<file path="src/rtl/wave_sweep_if.sv">
// Site-request and writeback handshake between the sweep controller and the Psi-update datapath.
interface wave_sweep_if #(
    parameter int unsigned COORD_BITS = 6
) ();
    logic                  site_valid;
    logic                  site_ready;
    logic [COORD_BITS-1:0] site_x;
    logic [COORD_BITS-1:0] site_y;
    logic [COORD_BITS-1:0] nbr_w_x;
    logic [COORD_BITS-1:0] nbr_e_x;
    logic [COORD_BITS-1:0] nbr_n_y;
    logic [COORD_BITS-1:0] nbr_s_y;
    logic                  site_last;
    logic                  wb_valid;

    modport master (
        output site_valid, site_x, site_y, nbr_w_x, nbr_e_x, nbr_n_y, nbr_s_y, site_last,
        input  site_ready, wb_valid
    );

    modport slave (
        input  site_valid, site_x, site_y, nbr_w_x, nbr_e_x, nbr_n_y, nbr_s_y, site_last,
        output site_ready, wb_valid
    );
endinterface

</file>
<file path="src/rtl/wave_sweep_ctrl.sv">
// ARA-WAVE sweep controller: rasters the mesh into the Psi-update pipeline once per
// timestep, drains in-flight sites, then flips the ping-pong read bank.
module wave_sweep_ctrl #(
    parameter int unsigned MESH_X       = 32,
    parameter int unsigned MESH_Y       = 32,
    parameter int unsigned COORD_BITS   = 6,
    parameter int unsigned STEP_BITS    = 16,
    parameter int unsigned MAX_INFLIGHT = 8
) (
    input  logic                 clk,
    input  logic                 rst_n,
    input  logic                 start,
    input  logic                 abort,
    input  logic [STEP_BITS-1:0] num_steps,
    input  logic [15:0]          dt_in,
    output logic [15:0]          dt_out,
    output logic                 busy,
    output logic                 done,
    output logic                 aborted,
    output logic [STEP_BITS-1:0] step_count,
    output logic                 rd_buf_sel,
    output logic                 frame_done,
    output logic                 wb_err,
    wave_sweep_if.master         site
);
    localparam int unsigned           INF_BITS = $clog2(MAX_INFLIGHT + 1);
    localparam logic [INF_BITS-1:0]   INF_MAX  = INF_BITS'(MAX_INFLIGHT);
    localparam logic [COORD_BITS-1:0] X_LAST   = COORD_BITS'(MESH_X - 1);
    localparam logic [COORD_BITS-1:0] Y_LAST   = COORD_BITS'(MESH_Y - 1);

    typedef enum logic [2:0] {
        S_IDLE   = 3'd0,
        S_SWEEP  = 3'd1,
        S_DRAIN  = 3'd2,
        S_SWAP   = 3'd3,
        S_FINISH = 3'd4
    } state_t;

    state_t                state_q, state_d;
    logic [COORD_BITS-1:0] x_q, y_q, nbr_w_q, nbr_e_q, nbr_n_q, nbr_s_q;
    logic                  last_q;
    logic [INF_BITS-1:0]   inflight_q, inflight_d;
    logic [STEP_BITS-1:0]  steps_q, step_inc;
    logic                  abort_flag_q;

    logic                  site_valid_c, fire, run_load, pos_load;
    logic                  abort_set, finish_abort, swap_go, wb_err_set;
    logic [COORD_BITS-1:0] pos_x_d, pos_y_d;

    function automatic logic [COORD_BITS-1:0] inc_wrap(input logic [COORD_BITS-1:0] v,
                                                       input logic [COORD_BITS-1:0] lim);
        return (v == lim) ? '0 : v + COORD_BITS'(1);
    endfunction

    function automatic logic [COORD_BITS-1:0] dec_wrap(input logic [COORD_BITS-1:0] v,
                                                       input logic [COORD_BITS-1:0] lim);
        return (v == '0) ? lim : v - COORD_BITS'(1);
    endfunction

    always_ff @(posedge clk or negedge rst_n) begin
        if (!rst_n) state_q <= S_IDLE;
        else        state_q <= state_d;
    end

    // Next state plus the strobes that steer the run registers below.
    always_comb begin
        state_d      = state_q;
        site_valid_c = 1'b0;
        fire         = 1'b0;
        run_load     = 1'b0;
        pos_load     = 1'b0;
        pos_x_d      = x_q;
        pos_y_d      = y_q;
        abort_set    = 1'b0;
        finish_abort = 1'b0;
        swap_go      = 1'b0;
        step_inc     = step_count + STEP_BITS'(1);
        unique case (state_q)
            S_IDLE: begin
                if (start) begin
                    run_load = 1'b1;
                    pos_load = 1'b1;
                    pos_x_d  = '0;
                    pos_y_d  = '0;
                    state_d  = (num_steps != '0) ? S_SWEEP : S_FINISH;
                end
            end
            S_SWEEP: begin
                if (abort) begin
                    abort_set = 1'b1;
                    state_d   = S_DRAIN;
                end else begin
                    site_valid_c = (inflight_q < INF_MAX);
                    fire         = site_valid_c && site.site_ready;
                    if (fire) begin
                        pos_load = 1'b1;
                        pos_x_d  = inc_wrap(x_q, X_LAST);
                        pos_y_d  = (x_q == X_LAST) ? inc_wrap(y_q, Y_LAST) : y_q;
                        if (last_q) state_d = S_DRAIN;
                    end
                end
            end
            S_DRAIN: begin
                if (abort) abort_set = 1'b1;
                if ((inflight_q == '0) && !site.wb_valid) begin
                    if (abort_flag_q || abort) begin
                        finish_abort = 1'b1;
                        state_d      = S_FINISH;
                    end else begin
                        state_d = S_SWAP;
                    end
                end
            end
            S_SWAP: begin
                swap_go  = 1'b1;
                pos_load = 1'b1;
                pos_x_d  = '0;
                pos_y_d  = '0;
                state_d  = (step_inc == steps_q) ? S_FINISH : S_SWEEP;
            end
            S_FINISH: state_d = S_IDLE;
            default:  state_d = S_IDLE;
        endcase
    end

    // Simultaneous issue and writeback cancel; a writeback with nothing in flight is an error.
    always_comb begin
        inflight_d = inflight_q;
        wb_err_set = site.wb_valid && (inflight_q == '0);
        if (fire && !site.wb_valid)
            inflight_d = inflight_q + INF_BITS'(1);
        else if (!fire && site.wb_valid && (inflight_q != '0))
            inflight_d = inflight_q - INF_BITS'(1);
    end

    always_ff @(posedge clk or negedge rst_n) begin
        if (!rst_n) begin
            busy         <= 1'b0;
            done         <= 1'b0;
            frame_done   <= 1'b0;
            aborted      <= 1'b0;
            abort_flag_q <= 1'b0;
            wb_err       <= 1'b0;
            rd_buf_sel   <= 1'b0;
            step_count   <= '0;
            steps_q      <= '0;
            dt_out       <= '0;
            inflight_q   <= '0;
            x_q          <= '0;
            y_q          <= '0;
            nbr_w_q      <= '0;
            nbr_e_q      <= '0;
            nbr_n_q      <= '0;
            nbr_s_q      <= '0;
            last_q       <= 1'b0;
        end else begin
            busy       <= (state_d != S_IDLE);
            done       <= (state_q == S_FINISH);
            frame_done <= swap_go;
            inflight_q <= inflight_d;
            if (run_load) begin
                steps_q      <= num_steps;
                dt_out       <= dt_in;
                step_count   <= '0;
                aborted      <= 1'b0;
                abort_flag_q <= 1'b0;
            end else begin
                if (abort_set)    abort_flag_q <= 1'b1;
                if (finish_abort) aborted      <= 1'b1;
                if (swap_go) begin
                    rd_buf_sel <= ~rd_buf_sel;
                    step_count <= step_inc;
                end
            end
            if (wb_err_set)    wb_err <= 1'b1;
            else if (run_load) wb_err <= 1'b0;
            // Neighbours are derived from the next position so they change with site_x/site_y.
            if (pos_load) begin
                x_q     <= pos_x_d;
                y_q     <= pos_y_d;
                nbr_w_q <= dec_wrap(pos_x_d, X_LAST);
                nbr_e_q <= inc_wrap(pos_x_d, X_LAST);
                nbr_n_q <= dec_wrap(pos_y_d, Y_LAST);
                nbr_s_q <= inc_wrap(pos_y_d, Y_LAST);
                last_q  <= (pos_x_d == X_LAST) && (pos_y_d == Y_LAST);
            end
        end
    end

    assign site.site_valid = site_valid_c;
    assign site.site_x     = x_q;
    assign site.site_y     = y_q;
    assign site.nbr_w_x    = nbr_w_q;
    assign site.nbr_e_x    = nbr_e_q;
    assign site.nbr_n_y    = nbr_n_q;
    assign site.nbr_s_y    = nbr_s_q;
    assign site.site_last  = last_q;
endmodule

</file>
<file path="src/flat_wrapper.sv">
// flat-port wrapper written by rule: the top's interface ports become plain ports
module wave_sweep_ctrl_flat 
#(
    parameter int unsigned MESH_X       = 32,
    parameter int unsigned MESH_Y       = 32,
    parameter int unsigned COORD_BITS   = 6,
    parameter int unsigned STEP_BITS    = 16,
    parameter int unsigned MAX_INFLIGHT = 8
)
  (clk, rst_n, start, abort, num_steps, dt_in, dt_out, busy, done, aborted, step_count, rd_buf_sel, frame_done, wb_err, site_site_valid, site_site_x, site_site_y, site_nbr_w_x, site_nbr_e_x, site_nbr_n_y, site_nbr_s_y, site_site_last, site_site_ready, site_wb_valid);
  wave_sweep_if #(.COORD_BITS(COORD_BITS)) site_i ();
  input  logic clk;
  input  logic rst_n;
  input  logic start;
  input  logic abort;
  input  logic [STEP_BITS-1:0] num_steps;
  input  logic [15:0] dt_in;
  output logic [15:0] dt_out;
  output logic busy;
  output logic done;
  output logic aborted;
  output logic [STEP_BITS-1:0] step_count;
  output logic rd_buf_sel;
  output logic frame_done;
  output logic wb_err;
  output wire logic [$bits(site_i.site_valid)-1:0] site_site_valid;
  output wire logic [$bits(site_i.site_x)-1:0] site_site_x;
  output wire logic [$bits(site_i.site_y)-1:0] site_site_y;
  output wire logic [$bits(site_i.nbr_w_x)-1:0] site_nbr_w_x;
  output wire logic [$bits(site_i.nbr_e_x)-1:0] site_nbr_e_x;
  output wire logic [$bits(site_i.nbr_n_y)-1:0] site_nbr_n_y;
  output wire logic [$bits(site_i.nbr_s_y)-1:0] site_nbr_s_y;
  output wire logic [$bits(site_i.site_last)-1:0] site_site_last;
  input wire logic [$bits(site_i.site_ready)-1:0] site_site_ready;
  input wire logic [$bits(site_i.wb_valid)-1:0] site_wb_valid;
  assign site_site_valid = site_i.site_valid;
  assign site_site_x = site_i.site_x;
  assign site_site_y = site_i.site_y;
  assign site_nbr_w_x = site_i.nbr_w_x;
  assign site_nbr_e_x = site_i.nbr_e_x;
  assign site_nbr_n_y = site_i.nbr_n_y;
  assign site_nbr_s_y = site_i.nbr_s_y;
  assign site_site_last = site_i.site_last;
  assign site_i.site_ready = site_site_ready;
  assign site_i.wb_valid = site_wb_valid;
  wave_sweep_ctrl #(.MESH_X(MESH_X), .MESH_Y(MESH_Y), .COORD_BITS(COORD_BITS), .STEP_BITS(STEP_BITS), .MAX_INFLIGHT(MAX_INFLIGHT)) u_core (.clk(clk), .rst_n(rst_n), .start(start), .abort(abort), .num_steps(num_steps), .dt_in(dt_in), .dt_out(dt_out), .busy(busy), .done(done), .aborted(aborted), .step_count(step_count), .rd_buf_sel(rd_buf_sel), .frame_done(frame_done), .wb_err(wb_err), .site(site_i));
endmodule
</file>
<file path="config.mk">
export PLATFORM = sky130hd
export DESIGN_NAME = wave_sweep_ctrl_flat
export DESIGN_NICKNAME = d
export VERILOG_FILES = /design/src/rtl/wave_sweep_if.sv /design/src/rtl/wave_sweep_ctrl.sv /design/src/flat_wrapper.sv
export SDC_FILE = /design/constraint.sdc
export NUM_CORES = 1
export LEC_CHECK = 0
export ABC_AREA = 1
export BUFFER_PORTS_ARGS = -buffer_cell sky130_fd_sc_hd__buf_2
export CORE_ASPECT_RATIO = 2
export CORE_MARGIN = 4
export CORE_UTILIZATION = 56
export DETAILED_ROUTE_END_ITERATION = 16
export GPL_ROUTABILITY_DRIVEN = 0
export PLACE_DENSITY = 0.78
export SLEW_MARGIN = 20
export SYNTH_ARGS = -nofsm -noshare
export SYNTH_HDL_FRONTEND = slang
export SYNTH_SLANG_ARGS = --single-unit
export TNS_END_PERCENT = 50
</file>
<file path="constraint.sdc">
create_clock -name clk -period 3 [get_ports clk]
set_clock_uncertainty 0.15 [all_clocks]
set_input_delay 0 -clock clk [delete_from_list [all_inputs] [get_ports clk]]
set_output_delay 0 -clock clk [all_outputs]
set_load 0.03 [all_outputs]
</file>
==> results.sh, run 1 <==
export IMPL_yosysSeqAreaShare=0.4387
export IMPL_wire_per_inst_um=15.64
export IMPL_die_h_um=150.0
export IMPL_numCtsBuffers=9
export IMPL_routed_wl_um=16260
export IMPL_cpMostUsedCell="nand2_1"
export IMPL_post_cts_buffers=0
export IMPL_fin_util=0.7142
export IMPL_cp_num_cells=16
export IMPL_fin_setup_tns_ns=0
export IMPL_drv_slew=0
export IMPL_drive_gt1_frac=0.1993
export IMPL_cp_arrival_ns=2.89
export IMPL_switchingPower_mw=2.309
export IMPL_drc=0
export IMPL_grt_pass1_vias=5847
export IMPL_critical_path_top_delay_family="simple AND/OR/NAND/NOR gates"
export IMPL_synth_main_ff_cell="dfrtp_1"
export IMPL_finalNonFillerCells=1040
export IMPL_chipWidth_um=79.01
export IMPL_critPathMaxStageDelay_ns=0.41
export IMPL_hold_buffers=35
export IMPL_worstSkewPairLatency_ns=0.34
export IMPL_r2r_start="u_core.site.site_x[1]"
export IMPL_internal_power_mw=2.914
export IMPL_synth_edf_count=0
export IMPL_final_common_cell="nand2_1"
export IMPL_syn_instance_count=752
export IMPL_setup_violations=0
export IMPL_cts_buffer_depth=2
export IMPL_avgViaCountPerCell=5.507
export IMPL_row_count=51
export IMPL_hold_violations=0
export IMPL_grt_max_degree=60
export IMPL_worst_r2r_endpoint="u_core.site.nbr_s_y[5]"
export IMPL_startpoint_type="flip-flop"
export IMPL_detail_route_iter0_violations=329
export IMPL_die_area_um2=11850
export IMPL_grt_overflow=0
export IMPL_routed_via_count=5727
export IMPL_path_class="flip-flop to flip-flop"
export IMPL_worst_ep_required_time_ns=3.13
export IMPL_max_cap_viol_count=0
export IMPL_async_flop_share=1.000
export IMPL_grt_usage=0.2825
export IMPL_antenna_found_initial=0
export IMPL_placed_cells=989
export IMPL_period_minus_slack_ns=2.755
export IMPL_cts_repair_resized=0
export IMPL_mostFrequentLayoutCells="242 x nand2_1, 112 x buf_2, 99 x dfrtp_1"
export IMPL_fill_cells=803
export IMPL_critPathCaptureType="flip-flop"
export IMPL_path_cells="ha_1, nand3_1, nor2_2, nand2_1, nand2_2, nand2_1, a21oi_4, inv_1, ha_1, nand2_1, inv_1, nand2_1, inv_2, nand2_1, nand4_1, nand2_1"
export IMPL_grt_pass1_wl_um=26480
export IMPL_antennaDiodeCount=0
export IMPL_clk_pin_slew_worst_paths_ns=0.07
export IMPL_fmax_mhz=363.0
export IMPL_path_buf_inv=3
export IMPL_min_path_type="primary input to flip-flop"
export IMPL_dp_hpwl_um=12140
export IMPL_yosys_register_bits=99
export IMPL_startpoint="u_core.site.site_x[1]"
export IMPL_syn_to_final_growth_pct=24.29
export IMPL_p_leak_nw=3.639
export IMPL_firstDrtPassIters=5
export IMPL_tightest_slew_ns=0.7847
export IMPL_rsz0062_at_grt="no"
export IMPL_path_max_fanout=7
export IMPL_cts_root_buffer="clkbuf_16"
export IMPL_yosys_warnings=0
export IMPL_htree_levels=3
export IMPL_dp_slack_ns=0.3313
export IMPL_hold_ws_ns=0.03456
export IMPL_status="finished clean"
export IMPL_pin_count=114
export IMPL_port_buffers=113
export IMPL_synthDistinctLibCells=45
export IMPL_ant_nets=0
export IMPL_fp_coreArea_um2=9827
export IMPL_rrSetupSlack_ns=0.25
export IMPL_start_util=0.5746
export IMPL_swShare=0.4420
export IMPL_syn_avg_cell_area_um2=7.509
export IMPL_slowest_stage="dfrtp_1"
export IMPL_seqPwrFrac=0.365
export IMPL_cts_tree="yes"
export IMPL_setup_ws_ns=0.2453
export IMPL_pwr_share_comb=0.420
export IMPL_syn_area_um2=5647
export IMPL_slew_headroom=0.4769
export IMPL_pwr_share_clk=0.214
export IMPL_numClockSinks=99
export IMPL_synth_net_count=802
export IMPL_num_nets_final=953
export IMPL_reg2reg_depth=16
export IMPL_ir_worst_vdd_v=0.0004371
export IMPL_power_density_nw_per_um2=744.2
export IMPL_crit_end="u_core.site.nbr_s_y[5]"
export IMPL_period_share=0.9182
## stage by stage
step,power [mW],instance area [um^2]
floorplan,3.409,5647
global placement,3.977,6384
detailed placement,4.052,6384
CTS,5.219,7018
global route,5.545,7018
finish,5.223,7018
## kinds of logic (layout without fill, tap and decap cells)
family | after synthesis | count (layout) | share of synthesized area
DFF | 99 | 99 | 0.4387
AOI/OAI and AO/OA | 80 | 80 | 0.08708
and+or+nand+nor | 446 | 446 | 0.3508
xor gates and xnor gates | 16 | 16 | 0.02747
adders and majority gates | 12 | 12 | 0.02792
buffers and inverters | 98 | 254 | 0.06625
muxes | 1 | 1 | 0.001773
## power groups by stage
stage,combinational [mW],sequential (mW),clock (mW)
global placement,2.07,1.91,0
finish,2.20,1.91,1.12
global route,2.41,1.95,1.19
floorplan,1.18,2.23,0
detailed placement,2.13,1.92,0
CTS,2.18,1.90,1.14
## worst reg2reg max path, stage by stage, from the launching register on
cell     delay, ns
dfrtp_1       0.41
ha_1          0.22
nand3_1       0.20
nor2_2        0.18
nand2_1       0.13
nand2_2       0.12
nand2_1       0.09
a21oi_4       0.26
inv_1         0.12
ha_1          0.22
nand2_1       0.07
inv_1         0.06
nand2_1       0.09
inv_2         0.04
nand2_1       0.14
nand4_1       0.12
nand2_1       0.07
## cell type report
class                      count  area (um^2)  area share
timing repair buffer         154        975.9      0.1391
sequential                    99         2477      0.3530
tap                          132        165.2     0.02353
clock buffer                   9        225.2     0.03209
multi-input combinational    555         2798      0.3986
clock inverter                 7        58.81    0.008379
inverter                      84        317.8     0.04528
## state kept, by name, indices dropped and copies added (netlist names)
signal / flops
u_core.abort_flag_q: 1
u_core.aborted: 1
u_core.busy: 1
u_core.done: 1
u_core.dt_out: 16
u_core.frame_done: 1
u_core.inflight_q: 4
u_core.rd_buf_sel: 1
u_core.site.nbr_e_x: 6
u_core.site.nbr_n_y: 6
u_core.site.nbr_s_y: 6
u_core.site.nbr_w_x: 6
u_core.site.site_last: 1
u_core.site.site_x: 6
u_core.site.site_y: 6
u_core.state_q: 3
u_core.step_count: 16
u_core.steps_q: 16
u_core.wb_err: 1
## per-layer routing
layer | vias to the layer above | global-route usage | share of wire
met1 | 2689 | 0.2782 | 0.34
met3 | 74 | 0.04036 | 0.047
met5 | - | 0 | 0
met4 | 0 | 0.1738 | 0.056
met2 | 244 | 0.5363 | 0.55
li1 | 2720 | - | -
## synth_stat cells (2+ instances only)
library cell | instances | area (um^2)
a31oi_1 | 4 | 25.02
nor2_1 | 75 | 281.5
nor2_4 | 5 | 56.30
nand2_1 | 242 | 908.4
o31ai_1 | 2 | 15.01
nand3_2 | 4 | 40.04
nand3_1 | 70 | 350.3
nand2_2 | 8 | 50.05
o21ai_1 | 7 | 35.03
nor3_2 | 2 | 20.02
buf_2 | 3 | 15.01
dfrtp_1 | 99 | 2477
nand3b_1 | 6 | 45.04
o21ai_2 | 2 | 17.52
nand4_1 | 14 | 87.58
inv_2 | 8 | 30.03
ha_1 | 11 | 137.6
xor2_1 | 11 | 96.34
nor3_1 | 8 | 40.04
clkbuf_1 | 11 | 41.29
inv_1 | 74 | 277.8
xnor2_1 | 4 | 35.03
o22ai_1 | 9 | 56.30
o21ai_0 | 32 | 160.2
o21ai_4 | 2 | 32.53
o211ai_1 | 2 | 15.01
a21oi_1 | 14 | 70.07
nor2_2 | 6 | 37.54
## worst min-delay path by stage
stage / start / to / slack, ns / cells after the start
2_1_floorplan: rst_n / u_core.abort_flag_q / -0.45 / 0
3_3_place_gp: rst_n / u_core.step_count[3] / -0.04 / 1
3_5_place_dp: rst_n / u_core.steps_q[3] / -0.02 / 1
4_1_cts: start / u_core.site.site_y[4] / 0.02 / 4
5_1_grt: start / u_core.site.site_y[4] / 0.06 / 4
6_report: start / u_core.site.site_y[4] / 0.03 / 4
Power figures use the tool's default switching activity.
==> run 2, diff against run 1 <==
- CELL_PAD_IN_SITES_DETAIL_PLACEMENT: unset -> 1
- CELL_PAD_IN_SITES_GLOBAL_PLACEMENT: unset -> 1
- CORE_UTILIZATION: 56 -> 40
- CTS_CLUSTER_SIZE: unset -> 8
- PLACE_DENSITY: 0.78 -> 0.77
==> results.sh, run 2 (synthesized netlist as in run 1, its figures left out) <==
export IMPL_hp_start="start"
export IMPL_min_path_type="primary input to flip-flop"
export IMPL_wire_per_inst_um=18.01
export IMPL_routed_via_count=5766
export IMPL_max_cap_viol_count=0
export IMPL_grt_pass1_vias=6472
export IMPL_reg2reg_depth=12
export IMPL_cpMostUsedCell="ha_1"
export IMPL_slowest_stage="dfrtp_1"
export IMPL_cp_arrival_ns=2.78
export IMPL_setup_violations=0
export IMPL_critPathMaxStageDelay_ns=0.43
export IMPL_fin_util=0.5124
export IMPL_setup_ws_ns=0.2904
export IMPL_tightest_slew_ns=0.7449
export IMPL_grt_usage=0.2498
export IMPL_syn_to_final_growth_pct=26.06
export IMPL_final_common_cell="nand2_1"
export IMPL_cts_repair_resized=0
export IMPL_grt_pass1_wl_um=32000
export IMPL_fp_coreArea_um2=13890
export IMPL_grt_max_degree=51
export IMPL_cts_root_buffer="clkbuf_16"
export IMPL_multi_input_area_um2=2798
export IMPL_path_class="flip-flop to flip-flop"
export IMPL_startpoint_type="flip-flop"
export IMPL_drv_slew=0
export IMPL_area_sequential_um2=2477
export IMPL_antenna_found_initial=1
export IMPL_rsz0062_at_grt="no"
export IMPL_htree_levels=3
export IMPL_antennaDiodeCount=0
export IMPL_finalNonFillerCells=1100
export IMPL_worst_r2r_endpoint="u_core.site.nbr_n_y[0]"
export IMPL_routed_wl_um=19810
export IMPL_fill_cells=1813
export IMPL_clk_pin_slew_worst_paths_ns=0.07
export IMPL_row_count=61
export IMPL_critPathCaptureType="flip-flop"
export IMPL_chipWidth_um=92.02
export IMPL_drive_gt1_frac=0.2020
export IMPL_path_max_fanout=5
export IMPL_cts_buffer_depth=2
export IMPL_status="finished clean"
export IMPL_period_minus_slack_ns=2.710
export IMPL_grt_overflow=0
export IMPL_cts_tree="yes"
export IMPL_dp_slack_ns=0.2770
export IMPL_hold_violations=0
export IMPL_port_buffers=113
export IMPL_top_regs="u_core.dt_out: 16 flops, u_core.step_count: 16 flops, u_core.steps_q: 16 flops"
export IMPL_p_leak_nw=3.652
export IMPL_critical_path_top_delay_family="simple AND/OR/NAND/NOR gates"
export IMPL_min_to="u_core.site.site_y[4]"
export IMPL_r2r_start="u_core.site.site_x[1]"
export IMPL_hold_path_cell_count=4
export IMPL_slew_headroom=0.5028
export IMPL_fmax_mhz=369.1
export IMPL_startpoint="u_core.site.site_x[1]"
export IMPL_die_area_um2=16200
export IMPL_pin_count=114
export IMPL_power_density_nw_per_um2=751.2
export IMPL_firstDrtPassIters=6
export IMPL_avgViaCountPerCell=5.242
export IMPL_num_nets_final=956
export IMPL_worstSkewPairLatency_ns=0.35
export IMPL_drc=0
export IMPL_period_share=0.9032
export IMPL_ant_nets=0
export IMPL_path_cells="ha_1, nand3_1, nor2_2, nand2_1, nor3_1, a21oi_4, buf_4, ha_1, nand4_1, nor2_1, a21oi_2, a21oi_1"
export IMPL_numClockSinks=99
export IMPL_detail_route_iter0_violations=210
export IMPL_numCtsBuffers=9
export IMPL_worst_ep_required_time_ns=3.07
export IMPL_ir_worst_vdd_v=0.0005151
export IMPL_path_buf_inv=1
export IMPL_rrSetupSlack_ns=0.29
export IMPL_fin_setup_tns_ns=0
export IMPL_placed_cells=1047
export IMPL_cp_num_cells=12
export IMPL_mostFrequentLayoutCells="242 x nand2_1, 112 x buf_2, 99 x dfrtp_1"
export IMPL_die_h_um=176.0
export IMPL_finalPower_mw=5.347
export IMPL_start_util=0.4065
export IMPL_dp_hpwl_um=15020
==> run 2: worst max path at each step <==
stage,end,slack [ns]
6_report,u_core.site.nbr_n_y[0],0.29
5_1_grt,u_core.site.nbr_s_y[5],0.06
4_1_cts,u_core.site.nbr_s_y[3],0.24
3_5_place_dp,u_core.site.nbr_s_y[5],0.28
3_3_place_gp,u_core.site.nbr_s_y[3],0.40
2_1_floorplan,u_core.site.nbr_s_y[5],0.42
==> run 2: worst register-to-register path: cells and delay by family, from the launching register on <==
family / cells / cell delay (ns)
adders and majority gates: 2 / 0.42
DFF: 1 / 0.43
and+or+nand+nor: 6 / 0.96
AOI/OAI and AO/OA: 3 / 0.45
buffers and inverters: 1 / 0.17
==> run 2: area by class of cell <==
type	instances	area share
clock buffers	11	0.03551
well taps	189	0.03322
clock inverters	5	0.005273
inverters	84	0.04465
multi-input cells	555	0.3930
flip-flops and latches	99	0.3480
repair buffers	157	0.1403
==> run 2: where the power goes <==
group          switching (mW)  internal [mW]  total [mW]
logic                    1.61          0.676        2.28
clock network           0.532          0.610        1.14
registers               0.255           1.67        1.92
total                    2.40           2.95        5.35
==> run 2: metrics by stage <==
| step | hold slack (ns) | area (um^2) |
|---|---|---|
| 3_3_place_gp | -0.06953 | 6462 |
| 4_1_cts | 0.03685 | 7103 |
| 3_5_place_dp | -0.05156 | 6462 |
| 2_1_floorplan | -0.4456 | 5647 |
| 6_report | 0.05236 | 7118 |
| 5_1_grt | 0.07178 | 7118 |
==> run 2: routing by layer <==
layer,track usage,up-vias,wire [um]
li1,-,2724,-
met1,0.2284,2864,6598
met2,0.5189,121,11950
met3,0.03369,55,450
met4,0.1135,2,804
met5,0,-,12
==> run 2: what timing repair did <==
action | 4_1_cts | 5_1_grt
buffers inserted | 0 | 2
setup endpoints to repair | 0 | 2
hold endpoints to repair | 87 | 0
hold buffers | 35 | 0
